File: src/rtl/load_controller.sv
// Sequence-buffer load controller: accepts NUM_BUFF_REGS query/database word pairs,
// launches the scoring matrix, and supervises its completion with a cycle timeout.
module load_controller #(
   parameter int NUM_BUFF_REGS = 8,
   parameter int BUFF_CNT_W    = 3,
   parameter int CALC_TIMEOUT  = 1024
) (
   input  logic                  clk,
   input  logic                  rst,
   input  logic                  start,
   input  logic                  abort,
   input  logic                  in_valid,
   output logic                  in_ready,
   output logic                  wr_en_buff,
   output logic [BUFF_CNT_W-1:0] count,
   output logic                  calc_start,
   input  logic                  calc_done,
   output logic                  busy,
   output logic                  done,
   output logic                  timeout_err
);

   localparam int CYC_W = (CALC_TIMEOUT > 1) ? $clog2(CALC_TIMEOUT) : 1;

   localparam logic [1:0] S_IDLE = 2'd0;
   localparam logic [1:0] S_LOAD = 2'd1;
   localparam logic [1:0] S_CALC = 2'd2;
   localparam logic [1:0] S_DONE = 2'd3;

   localparam logic [BUFF_CNT_W-1:0] CNT_LAST = BUFF_CNT_W'(NUM_BUFF_REGS - 1);
   localparam logic [CYC_W-1:0]      CYC_LAST = CYC_W'(CALC_TIMEOUT - 1);

   logic [1:0]            state_q,       state_d;
   logic [BUFF_CNT_W-1:0] count_q,       count_d;
   logic [CYC_W-1:0]      cyc_q,         cyc_d;
   logic                  timeout_err_q, timeout_err_d;
   logic                  in_ready_q,    in_ready_d;
   logic                  calc_start_q,  calc_start_d;
   logic                  busy_q,        busy_d;
   logic                  done_q,        done_d;
   logic                  accept_s;
   logic                  calc_done_s;

   assign accept_s    = in_valid & in_ready_q;
   // A calc_done already high during the launch cycle belongs to a previous run.
   assign calc_done_s = calc_done & ~calc_start_q;

   always_comb begin
      state_d       = state_q;
      count_d       = count_q;
      cyc_d         = cyc_q;
      timeout_err_d = timeout_err_q;
      if (abort && (state_q != S_IDLE)) begin
         state_d = S_IDLE;
         count_d = {BUFF_CNT_W{1'b0}};
         cyc_d   = {CYC_W{1'b0}};
      end else begin
         case (state_q)
            S_IDLE: begin
               if (start) begin
                  state_d       = S_LOAD;
                  count_d       = {BUFF_CNT_W{1'b0}};
                  timeout_err_d = 1'b0;
               end else begin
                  state_d = S_IDLE;
               end
            end
            S_LOAD: begin
               if (accept_s) begin
                  if (count_q == CNT_LAST) begin
                     state_d = S_CALC;
                     count_d = {BUFF_CNT_W{1'b0}};
                     cyc_d   = {CYC_W{1'b0}};
                  end else begin
                     count_d = count_q + BUFF_CNT_W'(1);
                  end
               end else begin
                  count_d = count_q;
               end
            end
            S_CALC: begin
               if (calc_done_s) begin
                  state_d = S_DONE;
               end else if (cyc_q == CYC_LAST) begin
                  state_d       = S_IDLE;
                  timeout_err_d = 1'b1;
               end else begin
                  cyc_d = cyc_q + CYC_W'(1);
               end
            end
            S_DONE: begin
               state_d = S_IDLE;
            end
            default: begin
               state_d = S_IDLE;
               count_d = {BUFF_CNT_W{1'b0}};
               cyc_d   = {CYC_W{1'b0}};
            end
         endcase
      end
   end

   // Output flags are decoded from the next state so they are registered yet cycle-aligned.
   always_comb begin
      in_ready_d   = (state_d == S_LOAD);
      busy_d       = (state_d != S_IDLE);
      done_d       = (state_d == S_DONE);
      calc_start_d = (state_d == S_CALC) && (state_q != S_CALC);
   end

   always_ff @(posedge clk) begin
      if (rst) begin
         state_q       <= S_IDLE;
         count_q       <= {BUFF_CNT_W{1'b0}};
         cyc_q         <= {CYC_W{1'b0}};
         timeout_err_q <= 1'b0;
         in_ready_q    <= 1'b0;
         calc_start_q  <= 1'b0;
         busy_q        <= 1'b0;
         done_q        <= 1'b0;
      end else begin
         state_q       <= state_d;
         count_q       <= count_d;
         cyc_q         <= cyc_d;
         timeout_err_q <= timeout_err_d;
         in_ready_q    <= in_ready_d;
         calc_start_q  <= calc_start_d;
         busy_q        <= busy_d;
         done_q        <= done_d;
      end
   end

   assign in_ready    = in_ready_q;
   assign wr_en_buff  = accept_s;
   assign count       = count_q;
   assign calc_start  = calc_start_q;
   assign busy        = busy_q;
   assign done        = done_q;
   assign timeout_err = timeout_err_q;

endmodule

File: config.mk
export PLATFORM = sky130hd
export DESIGN_NAME = load_controller
export DESIGN_NICKNAME = d
export VERILOG_FILES = /design/src/rtl/load_controller.sv
export SDC_FILE = /design/constraint.sdc
export NUM_CORES = 1
export LEC_CHECK = 0
export CELL_PAD_IN_SITES_DETAIL_PLACEMENT = 1
export CELL_PAD_IN_SITES_GLOBAL_PLACEMENT = 2
export CORE_MARGIN = 2
export CORE_UTILIZATION = 25
export DETAILED_ROUTE_END_ITERATION = 10
export PLACE_DENSITY = 0.63
export SLEW_MARGIN = 40
export SYNTH_ARGS = -nofsm -noshare
export SYNTH_HDL_FRONTEND = slang
export SYNTH_SLANG_ARGS = --single-unit
File: constraint.sdc
create_clock -name clk -period 2.25 [get_ports clk]
set_clock_uncertainty 0.15 [all_clocks]
set_input_delay 0.45 -clock clk [delete_from_list [all_inputs] [get_ports clk]]
set_output_delay 0.45 -clock clk [all_outputs]
set_load 0.03 [all_outputs]
# [Word level (Yosys, flattened, before mapping)]
# Index checks and enable logic that the tools add are counted.
[word_totals] reg_bits=20 input_bits=6 output_inout_bits=9 elab_cells=61
[classes] n_addsub=2 eq_ne=15 muxes=20 bitwise=4 n_reduce_logical=12
[op_table] op="$mux W10" n=4
[op_table] op="$pmux W10 S2" n=1
[op_table] op="$ne A2 B2 Y1 const B" n=7
[op_table] op="$add A10 B1 Y10 const B" n=1
[op_table] op="$eq A10 B10 Y1 const B" n=1
[op_table] op="$mux W2" n=5
[op_table] op="$reduce_and A5 Y1" n=2
[op_table] op="$reduce_bool A2 Y1" n=5
[op_table] op="$mux W3" n=3
[op_table] op="$eq A2 B2 Y1 const B" n=4
[op_table] op="$pmux W2 S4" n=1
[op_table] op="$pmux W3 S2" n=1
[op_table] op="$eq A2 B1 Y1 const B" n=2
[op_table] op="$mux W1" n=4
[op_table] op="$add A3 B1 Y3 const B" n=1
[op_table] op="$eq A3 B3 Y1 const B" n=1
[op_table] op="$reduce_and A3 Y1" n=1
[op_table] op="$and A1 B1 Y1" n=2
[op_table] op="$logic_and A1 B1 Y1" n=2
[op_table] op="$logic_not A2 Y1" n=1
[op_table] op="$not A1 Y1" n=2
[op_table] op="$pmux W1 S2" n=1
[op_table] op="$reduce_or A2 Y1" n=1

# [Depth between registers and ports, before layout]
# Gate-level depths: netlist (run 1).
[logic_depth] ltp_word=7 mapped_depth=6 mapped_depth_nobuf=6

# [Worst setup path before layout (run 1)]
# Ideal clock, no wire load.
[synth_path] path_kind="register -> register" from="register count_q[0], in the netlist count[0]" to="register cyc_q[5]" setup_time_ns=0.074 t_arrival_ns=1.608 required_ns=2.026 path_slack_ns=0.418 path_stages_with_launch=7 n_path_buf=0 synth_period_minus_slack_ns=1.832 cell_sequence="dfxtp_1 -> ha_1 -> ha_1 -> and3_1 -> a211oi_2 -> o21ai_0 -> a31oi_1"
[synth_via] elab_chain_len=3
[synth_rtl] item="start, declared" line_no="34" source="logic [BUFF_CNT_W-1:0] count_q, count_d;"
[synth_rtl] item="start signal, assigned" line_no="114" source="count_q <= {BUFF_CNT_W{1'b0}};"
[synth_rtl] item="start signal, assigned" line_no="123" source="count_q <= count_d;"
[synth_rtl] item="$eq A3 B3 Y1" line_no="70" source="if (count_q == CNT_LAST) begin"
[synth_rtl] item="$ne A2 B2 Y1 (no line)"
[synth_rtl] item="$reduce_and A5 Y1 (no line)"
[synth_rtl] item="end signal, assigned" line_no="115" source="cyc_q <= {CYC_W{1'b0}};"
[synth_rtl] item="end signal, assigned" line_no="124" source="cyc_q <= cyc_d;"
[synth_rtl] item="end, declared" line_no="35" source="logic [CYC_W-1:0] cyc_q, cyc_d;"
# No other way between the ends.
# A chain may end at the register's enable or synchronous reset.

# [Worst setup path in the final report (run 1)]
[layout_path] from="register calc_start_q, in the netlist calc_start" to="output port calc_start"
[layout_rtl] item="start, declared" line_no="38" source="logic calc_start_q, calc_start_d;"
[layout_rtl] item="start signal, assigned" line_no="127" source="calc_start_q <= calc_start_d;"
[layout_rtl] item="end, declared" line_no="16" source="output logic calc_start,"
# No word-level cell between the ends.

==> results of run 1 <==
==> how the worst max path moves through the flow <==
stage	startpoint	to	depth (start not counted)
3_5_place_dp	calc_done	cyc_q[9]$_SDFFE_PP0P_	6
3_3_place_gp	calc_done	cyc_q[7]$_SDFFE_PP0P_	6
6_report	calc_start$_SDFF_PP0_	calc_start	1
5_1_grt	cyc_q[0]$_SDFFE_PP0P_	timeout_err$_SDFFE_PP0P_	5
2_1_floorplan	count[0]$_SDFFE_PP0P_	cyc_q[5]$_SDFFE_PP0P_	6
4_1_cts	count[0]$_SDFFE_PP0P_	count[0]	1
==> area by class of cell <==
cell class | count | share of cell area
clock buffer | 3 | 0.0316
clock inverter | 1 | 0.0230
inverter | 4 | 0.0115
multi-input combinational | 95 | 0.451
sequential | 20 | 0.307
tap | 50 | 0.0479
timing repair buffer | 18 | 0.128
==> state kept, by name, indices dropped and copies added (netlist names) <==
signal	flops
count	3
cyc_q	10
busy	1
calc_start	1
in_ready	1
timeout_err	1
done	1
state_q	2
==> where the power goes <==
part / total, mW / leakage, nW / internal (mW) / switching [mW]
clock network: 0.367 / 0.0357 / 0.238 / 0.129
registers: 0.367 / 0.162 / 0.360 / 0.00725
logic: 0.0802 / 0.314 / 0.0342 / 0.0460
==> cells by family (layout without fill, tap and decap cells) <==
| family | Yosys count | count (layout) | synth area share |
|---|---|---|---|
| buffers and inverters | 5 | 26 | 0.0198 |
| multiplexers | 4 | 4 | 0.0397 |
| adder cells (fa/ha/maj) | 3 | 3 | 0.0372 |
| flip-flops | 20 | 20 | 0.397 |
| AO/OA/AOI/OAI | 24 | 24 | 0.151 |
| AND/OR/NAND/NOR | 64 | 64 | 0.356 |
==> placed cells by master, fill, tap and decap left out, types with 2 or more instances in the layout <==
cell                              synthesis  final
sky130_fd_sc_hd__a21oi_1                  9      9
sky130_fd_sc_hd__a31oi_1                  3      3
sky130_fd_sc_hd__and2_1                   3      3
sky130_fd_sc_hd__and3_1                   3      3
sky130_fd_sc_hd__and4_1                   2      2
sky130_fd_sc_hd__buf_4                    0      5
sky130_fd_sc_hd__clkbuf_8                 0      3
sky130_fd_sc_hd__clkdlybuf4s50_1          0     13
sky130_fd_sc_hd__dfxtp_1                 20     20
sky130_fd_sc_hd__ha_1                     3      3
sky130_fd_sc_hd__inv_1                    4      4
sky130_fd_sc_hd__mux2i_1                  4      4
sky130_fd_sc_hd__nand2_1                 12     12
sky130_fd_sc_hd__nand2b_1                 8      8
sky130_fd_sc_hd__nand3_1                  8      8
sky130_fd_sc_hd__nor2_1                   9      9
sky130_fd_sc_hd__nor2b_1                  2      2
sky130_fd_sc_hd__nor3_1                   4      4
sky130_fd_sc_hd__o21ai_0                  3      3
sky130_fd_sc_hd__o31ai_1                  2      2
sky130_fd_sc_hd__or3_1                    3      3
sky130_fd_sc_hd__or4_1                    3      3
==> routing by layer <==
metal / track usage / vias up / share of wire
met1: 0.150 / 452 / 0.44
li1: - / 478 / -
met5: 0 / - / 0
met3: 0.0317 / 5 / 0.026
met4: 0.0612 / 0 / 0.019
met2: 0.243 / 10 / 0.51
==> run summary, run 1 <==
The synthesized design contains 0 enable-type register cells. The tools report the max-slew violation total from the final report as 0. For the arrival time of data at the critical path endpoint, the log shows 1.34 ns. The tools report the post-synthesis cell type count as 34. The logs give 3 for the number of buffers inserted during clock tree synthesis and 0.512 nW for the standby leakage power. The remaining design rule violation count is 0, and the buffer and inverter count on the worst path is 1. Grouping stages by cell kind, the critical path spends the most delay in buffers and inverters. After clock tree synthesis, the repair step resized 0 gates. The flow ran to the end, and the final reports show no timing, DRC or antenna violations. After detailed routing, the number of vias per cell comes to 4.95. The total area inside the core boundary comes to 3940 um2. The mapped netlist covers 1010 um2.

Detailed placement ended at an HPWL of 2170 um. The tools report the number of endpoints with negative hold slack in the final report as 0. After layout, the design draws a total of 814 uW.

The filler cells instantiated in the layout total 455. The signal on the critical path passes through clkdlybuf4s50_1. The antenna violation net count after detailed routing was 0.

The class of the tightest hold or removal check was flip-flop to flip-flop. For this design the top-level I/O count stands at 15. On the worst path, the slowest cell contributes a delay of 0.70 ns. The horizontal extent of the die works out to 67.6 um.

The run gives 187 as the count of placed standard cells including taps. For the number of antenna violations at the first check in global routing, the log shows 0. The congestion estimate from routability-driven global placement came to 0.777. The run gives 0 as the buffers inserted during post-CTS setup optimization. For the number of clock sinks, the log shows 20. Among all stages on the critical path, the largest delay is contributed by sky130_fd_sc_hd__clkdlybuf4s50_1.

The floorplan has 23 rows. The wire length of the first global-routing pass was 4490 um. The tools report the kind of start point of the critical path as a flip-flop.

The run gives 0.125 ns as the placement-stage worst setup slack. The path with the worst hold slack has its endpoint at timeout_err$_SDFFE_PP0P_. The area share of the largest cell type after synthesis was 0.397; the average cell area after synthesis was 8.41 um2.

The cell taking the most area after synthesis is sky130_fd_sc_hd__dfxtp_1. The pin count of the biggest net entering global routing is 13, and the via count of the first global-routing pass is 951. Clock root buffer master: sky130_fd_sc_hd__clkbuf_8. The maximum level of the CTS H-tree was 1. The endpoint of the worst-slack reg-to-reg timing path was timeout_err$_SDFFE_PP0P_. Across the run, the number of max-cap violations was 0.

Accumulated negative setup slack: 0 ns. Share of the cycle needed by the critical path after routing: 0.862. Worst slew slack as a fraction of its limit: 0.709. By area the synthesized netlist is led by sky130_fd_sc_hd__dfxtp_1, sky130_fd_sc_hd__nand2b_1, sky130_fd_sc_hd__a21oi_1. The proportion of register bits with asynchronous set or reset after synthesis was 0. Based on the critical path, the design can be clocked at up to 515 MHz. Initial core utilization: 0.256. For this run, the leading register cell type out of synthesis is sky130_fd_sc_hd__dfxtp_1.

The run gives 151 as the number of nets in the finished design. TritonCTS built the clock tree. The worst register-to-register path begins at cyc_q[0]$_SDFFE_PP0P_. The tools report the fraction of the yosys area taken by sequential cells as 0.397.

By count the netlist is led by sky130_fd_sc_hd__dfxtp_1, sky130_fd_sc_hd__nand2_1, sky130_fd_sc_hd__a21oi_1, sky130_fd_sc_hd__nor2_1. The register bit total from synthesis came out at 20. The run gives 0 as the global route total overflow. The critical path is of the flip-flop to output pin type. The number of cells on the worst reg-to-reg path was 5; the peak supply drop was 208 uV.

The worst setup path is captured at an output pin. For the synthesis warning total, the log shows 0. The growth of design area from synthesis to finish is 29.4%, and the total of endpoints with negative setup slack in the final report is 0. The synthesized netlist cell count is 120, and the final setup slack of the worst path is 0.310 ns. Before antenna repair, the detailed router went through 4 iterations. Power density of the placed cells: 623 nW/um2. Summed over all layers, the routed wires come to 2730 um. The fraction of layout cells with a size suffix above 1 was 0.0993; the total routing usage reported by global routing was 0.135. The shortest clock period the worst path allows after layout is 1.94 ns.

The worst hold-check slack was 0.313 ns; the slew at the pin with the worst max-slew slack was 0.432 ns. STA puts the critical path data required time at 1.65 ns. The insertion delay of the later-clocked pin in the worst-skew pair is 0.27 ns.

The worst hold path begins at timeout_err$_SDFFE_PP0P_. The repair_antennas step left the layout with diodes totalling 0. Summing all placed instances gives a cell area of 1230 um2. The core occupancy in the finished layout was 0.331. The floorplan step defined a die boundary enclosing 4560 um2. Routed via count: 945. The dominant cell by count in the synthesized netlist is sky130_fd_sc_hd__dfxtp_1.

The tools report the area taken by flip-flops and latches as 400 um2. The count of cells along the worst hold path was 2; the maximum fanout along the worst path was 4. In this run the tool buffered the top-level ports with 14 buffer cells.

The detail-routed net length per standard cell was 14.3 um. Excluding fillers, the count of instances in the completed layout stands at 191. In the final layout, the multi-input gates occupy 589 um2. In this run the deepest clock path goes through 2 buffers. Clock-pin slew was measured on the worst setup and hold paths at 0.08 ns. Register-to-register setup slack: 0.36 ns. Setup repair after global routing left no endpoint under its margin.

With fillers left out, the area of the finished cells amounts to 1310 um2. Hold repair after CTS inserted 0 buffers. Die outline height: 67.6 um. The number of DRC violations after detailed-routing iteration 0 was 19. The number of nets in the synthesized netlist is 129.
Power figures use the tool's default switching activity.
==> run 2, diff against run 1 <==
- CORE_UTILIZATION: 25 -> 33
- PLACE_DENSITY: 0.63 -> 0.8
- clock period: 2.25 -> 2.37 ns (I/O delays scaled with it)
==> run 2 against run 1 <==
Net effect: critical path depth is the same; final cell count shrank 10%; sequential share of layout area grew 1.5 points; setup slack gained 0.034 ns; first-iteration DRC count shrank 16%; wire length shrank 9.7%; highest routed layer unchanged; non-clock buffer count shrank 3; combinational power shrank 8.5%; register-to-register slack is essentially flat; power shrank 13%; sequential power shrank 5%.
==> run summary, run 2 (synthesis gave the netlist of run 1 again) <==
The count of hold-fix buffers inserted at cts was 0; the fraction of layout cells with a size suffix above 1 was 0.0797. The die is 59.3 um wide. The register with the most flip-flops in the layout has 10 of them. The combinational share of power is 0.104, and the largest stage delay on the critical path is 0.69 ns. The worst slew slack as a fraction of its limit was 0.646.

The category of cells accounting for the largest share of critical-path delay was buffers and inverters. For the boundary pin count, the log shows 15. Setup repair after global routing left no endpoint under its margin.

For this run, the post-layout net count is 148. Row generation in the floorplan step produced 20 rows. Traced cell by cell, the critical path runs through clkdlybuf4s50_1. In this run the worst path has a maximum fanout of 4. Worst-case hold path end point: timeout_err$_SDFFE_PP0P_. The placement-stage worst setup slack is 0.139 ns, and the shortest clock period the worst path allows after layout is 2.03 ns. Summed over all nets, the half-perimeter wirelength after detailed placement is 1940 um. Cell with the biggest individual delay on the critical path: sky130_fd_sc_hd__clkdlybuf4s50_1. Buffer and inverter count on the worst path: 1.

The number of endpoints with negative hold slack in the final report was 0; the highest achievable clock rate was 494 MHz. The clock net in this run drives a total of 20 sinks. The run gives 0 as the number of antenna violations at the first check in global routing. The worst hold-check slack is 0.324 ns. TritonCTS built the clock tree.

Power comes to 708 uW. Number of gates resized after CTS: 0. STA classifies the critical path startpoint as a flip-flop.

The die is 59.3 um tall. For this design the total switching power over the nets is 163 uW. For the core occupancy in the finished layout, the log shows 0.418.

Clock root buffer master: sky130_fd_sc_hd__clkbuf_4. The logs give 0.493 for the share of power burned in registers and 400 um2 for the area taken by flip-flops and latches. The clock tree buffer depth was 2. For the maximum level of the CTS H-tree, the log shows 1. The total area inside the core boundary comes to 2980 um2.

Clock-pin slew was measured on the worst setup and hold paths at 0.13 ns. Most flop-heavy register: cyc_q. The detailed-route vias per instance was 5.55; the port buffer count was 14. Summed over all failing endpoints, the final setup total negative slack is 0 ns. At the end of routability-driven placement, the weighted congestion stood at 0.775. The final setup slack of the worst path came out at 0.344 ns. Growth of design area from synthesis to finish: 23.2%. The run gives 0 as the number of inserted diodes. The logs give 1.40 ns for the arrival time of data at the critical path endpoint and 171 for the post-route non-filler standard cell count. The detail route stage leaves a number of antenna-violating nets equal to 0.

The internal power of the cells totals 545 uW. The library cell used most frequently in the layout, excluding fill and tap cells, is sky130_fd_sc_hd__dfxtp_1. After routing the design area is 1240 um2.

In this run the post-CTS setup repair buffer count came out at 0. The tools report the total routing usage reported by global routing as 0.164. Peak supply drop: 256 uV. The start point of the worst min-delay path was timeout_err$_SDFFE_PP0P_. Across all register-to-register paths, the minimum setup slack is 0.36 ns. The cell area after placement came out at 1190 um2.

In this run the static leakage power is 0.488 nW. The data required time at the worst endpoint is 1.75 ns. For the remaining design rule violation count, the log shows 0. The startpoint of the worst setup timing path is in_ready$_SDFF_PP0_.

The endpoint of the worst-slack reg-to-reg timing path is timeout_err$_SDFFE_PP0P_. Entering global routing, the biggest net connects 13 pins. The initial core utilization was 0.339; the routed via count was 949.

Global routing finished with a remaining overflow of 0. The worst register-to-register path has a depth of 5. The flow ran to the end, and the final reports show no timing, DRC or antenna violations.

The number of clock buffers added by TritonCTS is 3. The via count of the first global-routing pass was 996. The pre-antenna-repair detailed-routing pass consisted of 4 iterations.

Setup violations remaining at the end of the flow were counted as 0. The tool flagged a number of max-cap violations equal to 0. The worst setup path is captured at an output pin. The first global-routing pass estimated 4400 um of wire.

The slew at the pin with the worst max-slew slack was 0.527 ns; the insertion delay of the later-clocked pin in the worst-skew pair was 0.31 ns. The filler cells instantiated in the layout total 361. The area of the die was 3520 um2; the part of the total power dissipated in the clock network was 0.403. The switching portion of total power came out at 0.231. The total wire length after detailed routing was 2460 um; the share of the cycle needed by the critical path after routing was 0.855.

After the first detailed-routing iteration, the DRC count stood at 16. In the layout the commonest cells are sky130_fd_sc_hd__dfxtp_1, sky130_fd_sc_hd__clkdlybuf4s50_1, sky130_fd_sc_hd__nand2_1, sky130_fd_sc_hd__a21oi_1, sky130_fd_sc_hd__nor2_1. Count of placed standard cells including taps: 167.

Summing all multi-input logic gate instances after layout gives 589 um2. The count of cells along the worst hold path is 2, and the detail-routed net length per standard cell is 14.4 um. The critical path class was flip-flop to output pin. The power density of the placed cells was 569 nW/um2. The tools report the max-slew violation total from the final report as 0.

In this run the worst hold path is classified as flip-flop to flip-flop. In this run the critical register-to-register path is launched from cyc_q[0]$_SDFFE_PP0P_.
run 2: cell types whose count changed in the layout (fill, tap and decap cells not counted):
cell,before,now
sky130_fd_sc_hd__buf_4,5,2
sky130_fd_sc_hd__clkbuf_4,0,3
sky130_fd_sc_hd__clkbuf_8,3,0
run 2: tightest hold or removal path, stage by stage, from the launching register on:
cell                      delay (ns)
sky130_fd_sc_hd__dfxtp_1        0.33
sky130_fd_sc_hd__nand2_1        0.05
sky130_fd_sc_hd__a21oi_1        0.06
run 2: power groups by stage:
stage | logic [mW] | registers, mW | clock network (mW)
final | 0.0734 | 0.349 | 0.285
after global routing | 0.0815 | 0.350 | 0.307
after global placement | 0.0736 | 0.356 | 0
after CTS | 0.0746 | 0.349 | 0.294
after floorplan | 0.0372 | 0.361 | 0
after detailed placement | 0.0742 | 0.357 | 0
run 2: worst max path at each step:
stage	end	depth (start not counted)	slack (ns)
final	in_ready	1	0.34
after CTS	in_ready	1	0.33
after detailed placement	cyc_q[9]$_SDFFE_PP0P_	5	0.14
after global routing	timeout_err$_SDFFE_PP0P_	5	0.21
after floorplan	cyc_q[5]$_SDFFE_PP0P_	6	0.54
after global placement	cyc_q[9]$_SDFFE_PP0P_	5	0.20
run 2: cell type report:
class	count	area share
sequential	20	0.322
clock buffer	3	0.0181
multi-input combinational	95	0.474
inverter	4	0.0121
timing repair buffer	15	0.117
clock inverter	1	0.0241
tap	33	0.0332
run 2: metal layers:
metal | global-route usage | part of all wire
met5 | 0 | 0
met4 | 0.0909 | 0.025
met3 | 0.0240 | 0.026
met2 | 0.270 | 0.48
met1 | 0.205 | 0.46
==> run 3, diff against run 2 <==
- CAP_MARGIN: not set -> 10
- HOLD_SLACK_MARGIN: not set -> 0.02
- SKIP_CTS_REPAIR_TIMING: not set -> 1
==> results of run 3 <==
The final DEF is identical to that of run 2; final timing and power are the same.
